File: config.mk
export PLATFORM = sky130hd
export DESIGN_NAME = spi_register_loader
export DESIGN_NICKNAME = d
export VERILOG_FILES = /design/src/rtl/spi_register_loader.sv
export SDC_FILE = /design/constraint.sdc
export NUM_CORES = 1
export LEC_CHECK = 0
export ABC_CLOCK_PERIOD_IN_PS = 3700
export BUFFER_PORTS_ARGS = -buffer_cell sky130_fd_sc_hd__buf_2
export CORE_AREA = 2 2 217 219
export DETAILED_ROUTE_END_ITERATION = 10
export DIE_AREA = 0 0 219 221
export SLEW_MARGIN = 20
export SYNTH_ARGS = -nofsm -noshare
export SYNTH_HDL_FRONTEND = slang
export SYNTH_SLANG_ARGS = --single-unit
File: constraint.sdc
create_clock -name i_Clock -period 3.7 [get_ports i_Clock]
set_input_delay 0.185 -clock i_Clock [delete_from_list [all_inputs] [get_ports i_Clock]]
set_output_delay 0.185 -clock i_Clock [all_outputs]
set_load 0.02 [all_outputs]
File: src/rtl/spi_register_loader.sv
// spi_register_loader: deserializes SPI mode-0 frames (16-bit register number,
// 8-bit value, MSB first) into a write FIFO and drains queued writes onto the
// synth register-write port, at most one per clock, unless held.
//
// Ports:
//   i_Clock, i_Reset         system clock, synchronous active-high reset
//   i_SpiSclk/Mosi/CsN       raw SPI pins (asynchronous to i_Clock)
//   i_WriteHold              blocks draining while high
//   o_RegisterWrite*         one-cycle write strobe with number/value
//   o_FifoLevel              queued entry count
//   o_Overflow, o_FrameError sticky error flags, cleared by reset only
module spi_register_loader #(
    parameter int unsigned FIFO_DEPTH  = 16,
    parameter int unsigned SYNC_STAGES = 2
) (
    input  logic                              i_Clock,
    input  logic                              i_Reset,
    input  logic                              i_SpiSclk,
    input  logic                              i_SpiMosi,
    input  logic                              i_SpiCsN,
    input  logic                              i_WriteHold,
    output logic                              o_RegisterWriteEnable,
    output logic [15:0]                       o_RegisterWriteNumber,
    output logic [7:0]                        o_RegisterWriteValue,
    output logic [$clog2(FIFO_DEPTH+1)-1:0]   o_FifoLevel,
    output logic                              o_Overflow,
    output logic                              o_FrameError
);

    localparam int unsigned PTR_W   = $clog2(FIFO_DEPTH);
    localparam int unsigned LVL_W   = $clog2(FIFO_DEPTH + 1);
    localparam int unsigned FRAME_W = 24;
    localparam int unsigned CNT_W   = 5;

    typedef struct packed {
        logic [15:0] number;
        logic [7:0]  value;
    } reg_write_t;

    logic [SYNC_STAGES-1:0] sclk_sync;
    logic [SYNC_STAGES-1:0] mosi_sync;
    logic [SYNC_STAGES-1:0] csn_sync;
    logic                   sclk_prev;
    logic                   csn_prev;

    logic [CNT_W-1:0]       bit_cnt;
    // Holds the 23 previously received bits; the 24th is taken straight from
    // the synchronized MOSI so the frame can be pushed in the completing cycle.
    logic [FRAME_W-2:0]     shift_reg;

    reg_write_t             fifo_mem [FIFO_DEPTH];
    logic [PTR_W-1:0]       wr_ptr;
    logic [PTR_W-1:0]       rd_ptr;

    logic                   sclk_s, mosi_s, csn_s;
    logic                   sclk_rise_c, csn_rise_c;
    logic [FRAME_W-1:0]     frame_bits_c;
    reg_write_t             frame_c;
    logic                   push_c, push_ok_c, pop_c, full_c;

    // Input synchronizers, reset to idle bus values
    always_ff @(posedge i_Clock) begin
        if (i_Reset) begin
            sclk_sync <= '0;
            mosi_sync <= '0;
            csn_sync  <= '1;
            sclk_prev <= 1'b0;
            csn_prev  <= 1'b1;
        end else begin
            sclk_sync <= {sclk_sync[SYNC_STAGES-2:0], i_SpiSclk};
            mosi_sync <= {mosi_sync[SYNC_STAGES-2:0], i_SpiMosi};
            csn_sync  <= {csn_sync[SYNC_STAGES-2:0], i_SpiCsN};
            sclk_prev <= sclk_s;
            csn_prev  <= csn_s;
        end
    end

    // Edge detection, frame assembly and FIFO handshake
    always_comb begin
        sclk_s       = sclk_sync[SYNC_STAGES-1];
        mosi_s       = mosi_sync[SYNC_STAGES-1];
        csn_s        = csn_sync[SYNC_STAGES-1];
        sclk_rise_c  = sclk_s & ~sclk_prev;
        csn_rise_c   = csn_s & ~csn_prev;
        frame_bits_c = {shift_reg, mosi_s};
        frame_c      = reg_write_t'(frame_bits_c);
        push_c       = sclk_rise_c & ~csn_s & (bit_cnt == CNT_W'(FRAME_W - 1));
        full_c       = (o_FifoLevel == LVL_W'(FIFO_DEPTH));
        pop_c        = (o_FifoLevel != '0) & ~i_WriteHold;
        // A pop in the same cycle frees the slot the push needs
        push_ok_c    = push_c & (~full_c | pop_c);
    end

    // Deserializer; CS_N high clears it, a rise mid-frame flags an error
    always_ff @(posedge i_Clock) begin
        if (i_Reset) begin
            bit_cnt      <= '0;
            shift_reg    <= '0;
            o_FrameError <= 1'b0;
        end else if (csn_s) begin
            bit_cnt   <= '0;
            shift_reg <= '0;
            if (csn_rise_c && (bit_cnt != '0)) begin
                o_FrameError <= 1'b1;
            end
        end else if (sclk_rise_c) begin
            shift_reg <= frame_bits_c[FRAME_W-2:0];
            bit_cnt   <= push_c ? '0 : bit_cnt + CNT_W'(1);
        end
    end

    // FIFO storage (no reset needed; validity tracked by the level)
    always_ff @(posedge i_Clock) begin
        if (push_ok_c) begin
            fifo_mem[wr_ptr] <= frame_c;
        end
    end

    // FIFO pointers, occupancy, overflow flag and drain output register
    always_ff @(posedge i_Clock) begin
        if (i_Reset) begin
            wr_ptr                <= '0;
            rd_ptr                <= '0;
            o_FifoLevel           <= '0;
            o_Overflow            <= 1'b0;
            o_RegisterWriteEnable <= 1'b0;
            o_RegisterWriteNumber <= '0;
            o_RegisterWriteValue  <= '0;
        end else begin
            if (push_ok_c) begin
                wr_ptr <= wr_ptr + PTR_W'(1);
            end
            if (push_c && !push_ok_c) begin
                o_Overflow <= 1'b1;
            end
            if (push_ok_c && !pop_c) begin
                o_FifoLevel <= o_FifoLevel + LVL_W'(1);
            end else if (!push_ok_c && pop_c) begin
                o_FifoLevel <= o_FifoLevel - LVL_W'(1);
            end
            o_RegisterWriteEnable <= pop_c;
            if (pop_c) begin
                rd_ptr                <= rd_ptr + PTR_W'(1);
                o_RegisterWriteNumber <= fifo_mem[rd_ptr].number;
                o_RegisterWriteValue  <= fifo_mem[rd_ptr].value;
            end
        end
    end

endmodule

==> metrics.md, run 1 <==
| Metric | Value |
|---|---|
| Post-synth top area cell | edfxtp_1 |
| Initial antenna violation count | 0 |
| Synth Register Bits | 460 |
| Dpl hpwl | 20200 um |
| Max reg flops | 384 |
| Final core utilization | 0.442 |
| Antenna cells | 0 |
| Initial core utilization | 0.385 |
| 1st-pass router iterations | 6 |
| Layout cells sized above 1 | 0.321 |
| Num CTS Buffers | 47 |
| ANT nets after route | 0 |
| Input/output buffers | 37 |
| Clk_skew | 0.0225 ns |
| Post-CTS Setup Inserts | 0 |
| CTS tree | done |
| CP cell instances | ha_1 > nand4b_1 > or4b_4 > nor2_4 > ha_1 > inv_1 > ha_1 > a21o_1 > a21oi_1 > mux2i_1 > mux2_2 |
| Outcome | completed |
| Post-Synthesis Mean Instance Area | 19.1 um2 |
| RSZ-0062 raised after global routing | no |
| Sequential power share | 0.489 |
| Area delta synth->final | 15.0% |
| Vias in the first global route | 8779 |
| CP max stage cell | or4b_4 |
| Worst reg-to-reg path cell count | 11 |
| R2r setup slk | roughly 0.44 ns |
| CP arrival | about 3.7 ns |
| Commonest non-fill, non-tap cell in the layout | edfxtp_1 |
| Top cell by count, worst path | ha_1 |
| CP delay by family, top | simple AND/OR/NAND/NOR gates |
| Max-slew headroom | 0.470 |
| Critical path class | reg -> reg |
| Sequential share of the synthesized area | 0.737 |
| Slew @ Worst Pin | 0.791 ns |
| Largest net degree at the start of global routing | 40 |
| Reg2reg start | bit_cnt[0] |
| Worst R2R End | o_FifoLevel[4] |
| Clock-pin slew on the worst setup and hold paths | 0.06 ns |
| Gate power share | 0.127 |
| Setup crit end kind | register |
| Synth warnings | 0 |
| Async S/R FF share, synth | 0 |
| Post-Syn Area | 0.0177 mm2 |
| Clk Latency, worst-skew pair | 0.57 ns |
| Die width | 219 um |
| Switch share | 0.241 |
| Fmax | between 0.3 and 0.4 GHz |
| Hold Vio Cnt, Final | 0 |
| Total GRT Usage | 0.154 |
| Peak fanout along the critical path | 6 |
| Die area | between 0.04 and 0.05 mm2 |
| Vias | around 8500 |
| Synth top area share | 0.651 |
| RePlAce Congestion | 0.728 |
| Syn_nets | 948 |
| HP Class | in -> reg |
| CP bufs+invs | 1 |
| Number of flops mapped to enable cells by yosys | 384 |
| Total gr overflow | 0 |
| Setup crit start | bit_cnt[0] |
| Core Area | 0.0461 mm2 |
| Pwr/cell area | between 500 and 600 mW/mm2 |
| Clk network pwr share | 0.384 |
| Fin crit share | 0.882 |
| Remaining DRCs | 0 |
| Internal Pwr Total | 8.99 mW |
| Crit-path max cell delay | 0.58 ns |
| Vias per inst | 5.12 |
| Site row count | 79 |
| Root buffer cell | clkbuf_16 |
| CP Capture Point | o_FifoLevel[4] |
| Cell variety after synth | 43 |
| Die H | approximately 220 um |
| # clock sinks | 460 |
| Post-route setup TNS | 0 ns |
| Total routed wirelength | 36500 um |
| Fin. max-slew vios | 0 |
| Stages on the worst setup path | 11 |
| Most frequent cells in the layout | edfxtp_1 (384), nand2_1 (104), mux4_2 (96), dfxtp_1 (73), clkbuf_16 (48) |
| Initial DRC Count | 680 |
| Clock buffer depth | 3 |
| Top post-synthesis cells by area | edfxtp_1 (65%), mux4_2 (12%), dfxtp_1 (8.6%) |
| DR WL/cell | 22.1 um |
| Fin crit period | 3.26 ns |
| Layout Nets | 1024 |
| Peak supply drop | roughly 0.00044 V |
| Ports | 38 |
| Pleak | around 6.6 nW |
| H-tree levels | 2 |
| Switch Pwr | ~2.8 mW |
| Synth Flop Type | edfxtp_1 |
| Max Cap Viol | 0 |
| Crit path launch type | register |
| Global-route wire length before repair | 55600 um |
| Synthesized instance count | 929 |
| Final setup violation count | 0 |
| CP required | 4.14 ns |
layer usage:
layer	global-route usage	routed length, um	vias to the layer above
li1	-	-	3791
met1	0.223	16700	4428
met2	0.244	17400	188
met3	0.0250	1760	43
met4	0.0381	618	0
met5	0	0	-
worst reg2reg max path: stages (launching register included):
cell and delay, ns:
dfxtp_1 0.39, ha_1 0.19, nand4b_1 0.20, or4b_4 0.58, nor2_4 0.17, ha_1 0.24
inv_1 0.13, ha_1 0.31, a21o_1 0.18, a21oi_1 0.18, mux2i_1 0.22, mux2_2 0.34
timing repair:
action / CTS / global route
hold buffers: 4 / 0
gates resized for setup: 0 / 0
hold endpoints to repair: 5 / 0
synthesized netlist by cell type (7+ instances only):
cell and number:
a21oi_1 34, buf_6 7, nand2_1 104, xor2_1 8
ha_1 12, mux2_4 18, edfxtp_1 384, mux4_2 96
clkbuf_1 27, inv_1 10, a22oi_2 18, nor2_1 36
dfxtp_1 76, mux2_2 31, buf_2 7
logic make-up after synthesis:
logic type                 after synthesis  synth area share
buffers and inverters                   60            0.0194
muxes                                  147             0.158
adders and majority gates               13           0.00960
AOI/OAI and AO/OA                       61            0.0261
DFF                                    460             0.737
xor gates and xnor gates                11           0.00544
and+or+nand+nor                        177            0.0446
how the worst min path moves through the flow:
stage	cells past startpoint	endpoint	startpoint	slack, ns
2_1_floorplan	1	csn_sync[0]	i_SpiCsN	0.29
3_3_place_gp	2	csn_sync[0]	i_SpiCsN	0.37
3_5_place_dp	2	csn_sync[0]	i_SpiCsN	0.38
4_1_cts	2	wr_ptr[3]	i_Reset	0.09
5_1_grt	2	o_FifoLevel[0]	i_Reset	0.13
6_report	2	wr_ptr[3]	i_Reset	0.11
cell type report:
type	count	area [um2]
clock buffer	71	1350
clock inverter	17	149
fill	4011	25700
inverter	11	41.3
multi-input combinational	409	4450
sequential	460	13100
tap	607	759
timing repair buffer	76	563
power groups by stage:
| stage | sequential (mW) | combinational (mW) | clock [mW] |
|---|---|---|---|
| finish | 5.79 | 1.51 | 4.54 |
| global route | 5.81 | 1.63 | 4.86 |
| CTS | 5.80 | 1.54 | 4.65 |
| detailed placement | 5.90 | 1.53 | 0 |
| global placement | 5.90 | 1.53 | 0 |
| floorplan | 5.98 | 1.08 | 0 |
through the flow:
step	std cells	setup WS (ns)	power [mW]	instance area, um2	hold slack (ns)
after floorplan	929	0.0752	7.07	17700	0.289
after global placement	1559	0.504	7.43	18800	0.372
after detailed placement	1559	0.449	7.44	18800	0.377
after CTS	1651	0.412	12.0	20400	0.0918
after global routing	1651	0.193	12.3	20400	0.126
final	1651	0.437	11.8	20400	0.109
No activity file was read; power rests on OpenSTA's default activity.
==> inputs of run 2 (changes only) <==
--- a/config.mk
+++ b/config.mk
@@ -5,11 +5,12 @@
 export SDC_FILE = /design/constraint.sdc
 export NUM_CORES = 1
 export LEC_CHECK = 0
-export ABC_CLOCK_PERIOD_IN_PS = 3700
+export ABC_CLOCK_PERIOD_IN_PS = 3750
 export BUFFER_PORTS_ARGS = -buffer_cell sky130_fd_sc_hd__buf_2
 export CORE_AREA = 2 2 217 219
 export DETAILED_ROUTE_END_ITERATION = 10
 export DIE_AREA = 0 0 219 221
+export GPL_TIMING_DRIVEN = 0
 export SLEW_MARGIN = 20
 export SYNTH_ARGS = -nofsm -noshare
 export SYNTH_HDL_FRONTEND = slang
==> constraint.sdc (replaced) <==
create_clock -name i_Clock -period 3.75 [get_ports i_Clock]
set_input_delay 0.1875 -clock i_Clock [delete_from_list [all_inputs] [get_ports i_Clock]]
set_output_delay 0.1875 -clock i_Clock [all_outputs]
set_load 0.02 [all_outputs]
==> run 2 against run 1 <==
Net effect:
- global-route usage rose by 1.2 points
- critical path type unchanged
- largest power group unchanged
- via count is 4.2% higher
- combinational power increased by 8%
- die area unchanged
- final cell count rose by 2.3%
- register-to-register slack about the same
==> metrics.md, run 2 (synthesis results as in run 1) <==
| Metric | Value |
|---|---|
| Outcome | completed |
| RSZ-0062 raised after global routing | no |
| Layout cells sized above 1 | 0.323 (+0.00259) |
| Pwr Total | 12.2 mW (+2.9%) |
| Vias in the first global route | 9161 (+4.4%) |
| Fin crit share | 0.887 (+0.00519) |
| Peak supply drop | 0.000369 V (-16%) |
| Vias per inst | 5.21 (+1.9%) |
| # clock sinks | 460 (unchanged) |
| CTS tree | done |
| Initial DRC Count | 804 (+18%) |
| Most frequent cells in the layout | edfxtp_1 (384), nand2_1 (104), mux4_2 (96), dfxtp_1 (76), clkbuf_16 (53) |
| RePlAce Congestion | 0.717 (-1.6%) |
| Final instance area | 0.0209 mm2 (+2.5%) |
| Worst Hold End | mosi_sync[1] |
| Core Area | 0.0461 mm2 (unchanged) |
| Filler cell count | 3946 (-1.6%) |
| Clock buffer depth | 3 (unchanged) |
| Final core utilization | 0.454 (+0.0113) |
| Dpl hpwl | 24600 um (+22%) |
| Num CTS Buffers | 48 (+2.1%) |
| Pleak | 6.83 nW (+3.6%) |
| Root buffer cell | clkbuf_16 |
| Final setup violation count | 0 (unchanged) |
| Input/output buffers | 36 (-2.7%) |
| Fin crit period | 3.33 ns (+0.0635 ns) |
| Total routed wirelength | 39300 um (+7.7%) |
| Clock-pin slew on the worst setup and hold paths | 0.07 ns (about the same) |
| Worst reg-to-reg path cell count | 8 (-3) |
| Layout Nets | 1064 (+3.9%) |
| Slew @ Worst Pin | 1.13 ns (+0.339 ns) |
| Worst R2R End | fifo_mem[0][4] |
| Hold Path Depth | 2 (unchanged) |
| 1st-pass router iterations | 5 (-1) |
| Max-slew headroom | 0.246 (-0.224) |
| Max reg flops | 384 (unchanged) |
| Critical path class | reg -> reg |
| Total gr overflow | 0 (unchanged) |
| Fmax | 0.301 GHz (-1.9%) |
| Global-route wire length before repair | 58800 um (+5.7%) |
| H-tree levels | 2 (unchanged) |
| Die area | 0.0484 mm2 (unchanged) |
| Largest net degree at the start of global routing | 19 (-53%) |
| Hold Vio Cnt, Final | 0 (unchanged) |
| R2r setup slk | 0.42 ns (about the same) |
| Placed instance area | 0.0192 mm2 (+2.0%) |
| Pwr/cell area | 583 mW/mm2 (+0.36%) |
| Crit path launch type | register |
| CP required | 4.02 ns (-0.12 ns) |
| Post-CTS Setup Inserts | 0 (unchanged) |
| Die width | 219 um (unchanged) |
| Initial core utilization | 0.385 (unchanged) |
| Ports | 38 (unchanged) |
| Clk_skew | 0.0162 ns (-0.00629 ns) |
| HP Class | in -> reg |
| Commonest non-fill, non-tap cell in the layout | edfxtp_1 |
| ANT nets after route | 0 (unchanged) |
| Antenna cells | 0 (unchanged) |
| Remaining DRCs | 0 (unchanged) |
| Peak fanout along the critical path | 7 (+1) |
| Clk Latency, worst-skew pair | 0.57 ns (about the same) |
| Vias | 8807 (+4.2%) |
| CP arrival | 3.60 ns (-0.10 ns) |
| Total GRT Usage | 0.166 (+0.0124) |
| Reg2reg start | bit_cnt[0] |
| Die H | 221 um (unchanged) |
| Area delta synth->final | 17.9% |
| Site row count | 79 (unchanged) |
| Setup crit end kind | register |
| Fin. max-slew vios | 0 (unchanged) |
| Initial antenna violation count | 0 (unchanged) |
| Max Cap Viol | 0 (unchanged) |
| DR WL/cell | 23.3 um (+5.3%) |
| Hold_sp | i_Reset |
-- run 2: worst max-delay path by stage --
| stage | start | endpoint |
|---|---|---|
| 2_1_floorplan | bit_cnt[0] | fifo_mem[0][0] |
| 3_3_place_gp | bit_cnt[0] | fifo_mem[3][3] |
| 3_5_place_dp | bit_cnt[0] | fifo_mem[0][3] |
| 4_1_cts | bit_cnt[0] | o_FifoLevel[4] |
| 5_1_grt | bit_cnt[0] | o_FifoLevel[4] |
| 6_report | bit_cnt[0] | fifo_mem[0][4] |
-- run 2: layout make-up --
class | instances | area [um2] | share of cell area
clock inverter | 25 | 238 | 0.0114
timing repair buffer | 66 | 656 | 0.0314
tap | 607 | 759 | 0.0364
clock buffer | 62 | 1410 | 0.0675
inverter | 11 | 41.3 | 0.00198
multi-input combinational | 409 | 4430 | 0.212
sequential | 460 | 13100 | 0.625
buffer | 49 | 302 | 0.0144
-- run 2: timing repair --
action / in CTS / in global routing
resized for setup: 0 / 0
endpoints found under the hold margin: 4 / 0
hold buffers: 4 / 0
-- run 2: critical path, cell delays in order (launching register included) --
cell and delay (ns):
dfxtp_1 0.40, ha_1 0.19, nand4b_1 0.21, or4b_4 0.59
nor2_4 0.18, nand2_1 0.27, nor3_2 0.65, buf_4 0.31
buf_4 0.20
-- run 2: power breakdown --
group          switching, mW  internal, mW
Sequential            0.0795          5.58
Combinational          0.874         0.756
Clock                   1.96          2.93
Total                   2.92          9.27
-- run 2: stage by stage --
stage / std cells / worst slack (ns) / TNS [ns] / hold slack (ns)
global route: 1689 / 0.224 / 0 / 0.139
finish: 1689 / 0.423 / 0 / 0.122
floorplan: 929 / 0.125 / 0 / 0.291
global placement: 1572 / -2.20 / -384.97 / 0.372
detailed placement: 1598 / 0.464 / 0 / 0.380
CTS: 1689 / 0.429 / 0 / 0.0818
-- run 2: metal layers --
metal | wire [um] | GRT usage | vias up | part of all wire
met2 | 19100 | 0.270 | 262 | 0.49
met1 | 17100 | 0.232 | 4606 | 0.43
met3 | 2330 | 0.0283 | 55 | 0.059
met4 | 767 | 0.0460 | 0 | 0.020
met5 | 0 | 0 | - | 0
li1 | - | - | 3884 | -
==> inputs of run 3 (changes only) <==
==> constraint.sdc (replaced) <==
create_clock -name i_Clock -period 3.75 [get_ports i_Clock]
set_input_delay 0.375 -clock i_Clock [delete_from_list [all_inputs] [get_ports i_Clock]]
set_output_delay 0.375 -clock i_Clock [all_outputs]
set_load 0.02 [all_outputs]
==> run 3 against run 2 <==
Net effect:
- total power about the same
- via count rose by 0.24%
- setup slack got worse by 0.020 ns
- clock power barely moved
- critical path type unchanged
- sequential power is essentially flat
- die area stayed put
- first-iteration DRC count rose by 3.2%
==> metrics.md, run 3 (synthesis results as in run 1) <==
| Metric | Value |
|---|---|
| Resize count post-CTS | 0 (unchanged) |
| Input/output buffers | 36 (unchanged) |
| Sequential power share | 0.464 (about the same) |
| Antenna cells | 0 (unchanged) |
| Die area | 0.0484 mm2 (unchanged) |
| Peak supply drop | 0.000369 V (about the same) |
| Hold_sp | i_WriteHold |
| Total routed wirelength | 39400 um (+0.18%) |
| Layout Nets | 1063 (-0.094%) |
| Fmax | 0.299 GHz (-0.60%) |
| Clk_skew | 0.0194 ns (+0.00312 ns) |
| Clock buffer depth | 3 (unchanged) |
| Final instance area | 0.0209 mm2 (about the same) |
| Vias in the first global route | 9167 (+0.065%) |
| Crit path launch type | register |
| Num CTS Buffers | 48 (unchanged) |
| DR WL/cell | 23.3 um (+0.24%) |
| Hold Vio Cnt, Final | 0 (unchanged) |
| Global-route wire length before repair | 58900 um (about the same) |
| Layout cells sized above 1 | 0.324 (about the same) |
| Area delta synth->final | 17.9% (about the same) |
| Top cell by count, worst path | buf_4 |
| Initial DRC Count | 830 (+3.2%) |
| RSZ-0062 raised after global routing | no |
| Worst R2R End | fifo_mem[0][4] |
| Total GRT Usage | 0.166 (about the same) |
| Worst Hold End | rd_ptr[1] |
| Remaining DRCs | 0 (unchanged) |
| Switch Pwr | 2.93 mW (+0.34%) |
| Internal Pwr Total | 9.27 mW (about the same) |
| Reg2reg start | bit_cnt[0] |
| Setup crit end kind | register |
| Gate power share | 0.134 (about the same) |
| Fin crit share | 0.893 (+0.00540) |
| 1st-pass router iterations | 5 (unchanged) |
| Filler cell count | 3948 (+0.051%) |
| Max-slew headroom | 0.254 (+0.00785) |
| Crit-path max cell delay | 0.66 ns (about the same) |
| Post-Layout Cell Count | 1688 (-0.059%) |
| Most frequent cells in the layout | edfxtp_1 (384), nand2_1 (104), mux4_2 (96), dfxtp_1 (76), clkbuf_16 (53) |
| Slew @ Worst Pin | 1.12 ns (-0.0118 ns) |
| CP max stage cell | nor3_2 |
| Site row count | 79 (unchanged) |
| Fin. max-slew vios | 0 (unchanged) |
| Vias | 8828 (+0.24%) |
| Peak fanout along the critical path | 7 (unchanged) |
| Clk Latency, worst-skew pair | 0.57 ns (about the same) |
| Total gr overflow | 0 (unchanged) |
| Critical path class | reg -> reg |
| Ports | 38 (unchanged) |
| CTS tree | done |
| CP required | 4.01 ns (about the same) |
| Vias per inst | 5.23 (+0.30%) |
| Worst reg-to-reg path cell count | 8 (unchanged) |
| Initial core utilization | 0.385 (unchanged) |
| CP arrival | 3.61 ns (about the same) |
| RePlAce Congestion | 0.717 (unchanged) |
| Final setup violation count | 0 (unchanged) |
| HP Class | in -> reg |
| Core Area | 0.0461 mm2 (unchanged) |
| # clock sinks | 460 (unchanged) |
| Root buffer cell | clkbuf_16 |
| Placed instance area | 0.0192 mm2 (unchanged) |
| Commonest non-fill, non-tap cell in the layout | edfxtp_1 |
| Clock-pin slew on the worst setup and hold paths | 0.07 ns (about the same) |
| R2r setup slk | 0.40 ns (-0.02 ns) |
| Die H | 221 um (unchanged) |
| Clk network pwr share | 0.402 (about the same) |
| Largest net degree at the start of global routing | 19 (unchanged) |
| Dpl cells | 1598 (unchanged) |
| Pwr/cell area | 584 mW/mm2 (+0.13%) |
| ANT nets after route | 0 (unchanged) |
| Hold-fix buffers, CTS | 3 (-1) |
| Max reg flops | 384 (unchanged) |
| Pleak | 6.83 nW (about the same) |
| Post-CTS Setup Inserts | 0 (unchanged) |
| Hold Path Depth | 4 (+2) |
| H-tree levels | 2 (unchanged) |
| Max Cap Viol | 0 (unchanged) |
| Dpl hpwl | 24600 um (unchanged) |
| Die width | 219 um (unchanged) |
| Initial antenna violation count | 0 (unchanged) |
| Outcome | completed |
| Switch share | 0.240 (+0.000631) |
| Fin crit period | 3.35 ns (+0.0202 ns) |
| CP cell instances | ha_1 > nand4b_1 > or4b_4 > nor2_4 > nand2_1 > nor3_2 > buf_4 > buf_4 |
run 3: cell types whose count changed in the layout (fill, tap and decap cells not counted):
cell / delta
dlygate4sd3_1: -1
run 3: power by group through the flow:
stage	Combinational (mW)	Clock [mW]	Sequential (mW)
after global placement	1.64	0	5.77
final	1.63	4.91	5.66
after global routing	1.76	5.19	5.67
after detailed placement	1.66	0	5.77
after floorplan	1.07	0	5.90
after CTS	1.67	4.99	5.66
run 3: per-stage QoR:
step | hold WS, ns | total power [mW] | setup TNS (ns) | util | setup WS (ns)
after global routing | 0.202 | 12.6 | 0 | 0.453 | 0.224
after CTS | 0.159 | 12.3 | 0 | 0.453 | 0.429
after global placement | 0.395 | 7.41 | -384.97 | 0.405 | -2.20
final | 0.175 | 12.2 | 0 | 0.453 | 0.403
after detailed placement | 0.402 | 7.43 | 0 | 0.417 | 0.464
after floorplan | 0.389 | 6.97 | 0 | - | 0.125
run 3: critical path, delay by kind of cell, from the launching register on:
family                   cells  cell delay, ns
AND/OR/NAND/NOR              5            1.92
buffers and inverters        2            0.51
flip-flops                   1            0.40
adder cells (fa/ha/maj)      1            0.19
run 3: final cells by class:
type	count	area (um2)	share of cell area
inverter	11	41.3	0.00198
clock buffer	62	1410	0.0675
clock inverter	25	238	0.0114
timing repair buffer	65	646	0.0309
buffer	49	302	0.0144
multi-input combinational	409	4430	0.212
tap	607	759	0.0364
sequential	460	13100	0.625
run 3: worst max path at each step:
stage | from | endpoint | slack, ns | cells after the start
floorplan | bit_cnt[0] | fifo_mem[0][0] | 0.13 | 6
global placement | bit_cnt[0] | fifo_mem[3][3] | -2.20 | 5
detailed placement | bit_cnt[0] | fifo_mem[0][3] | 0.46 | 8
CTS | bit_cnt[0] | o_FifoLevel[4] | 0.43 | 11
global route | bit_cnt[0] | o_FifoLevel[4] | 0.22 | 11
finish | bit_cnt[0] | fifo_mem[0][4] | 0.40 | 8
run 3: layer usage:
layer	part of all wire	GRT usage	up-vias
met5	0	0	-
met4	0.019	0.0460	0
met3	0.053	0.0283	52
met2	0.49	0.270	254
met1	0.44	0.232	4634
li1	-	-	3888
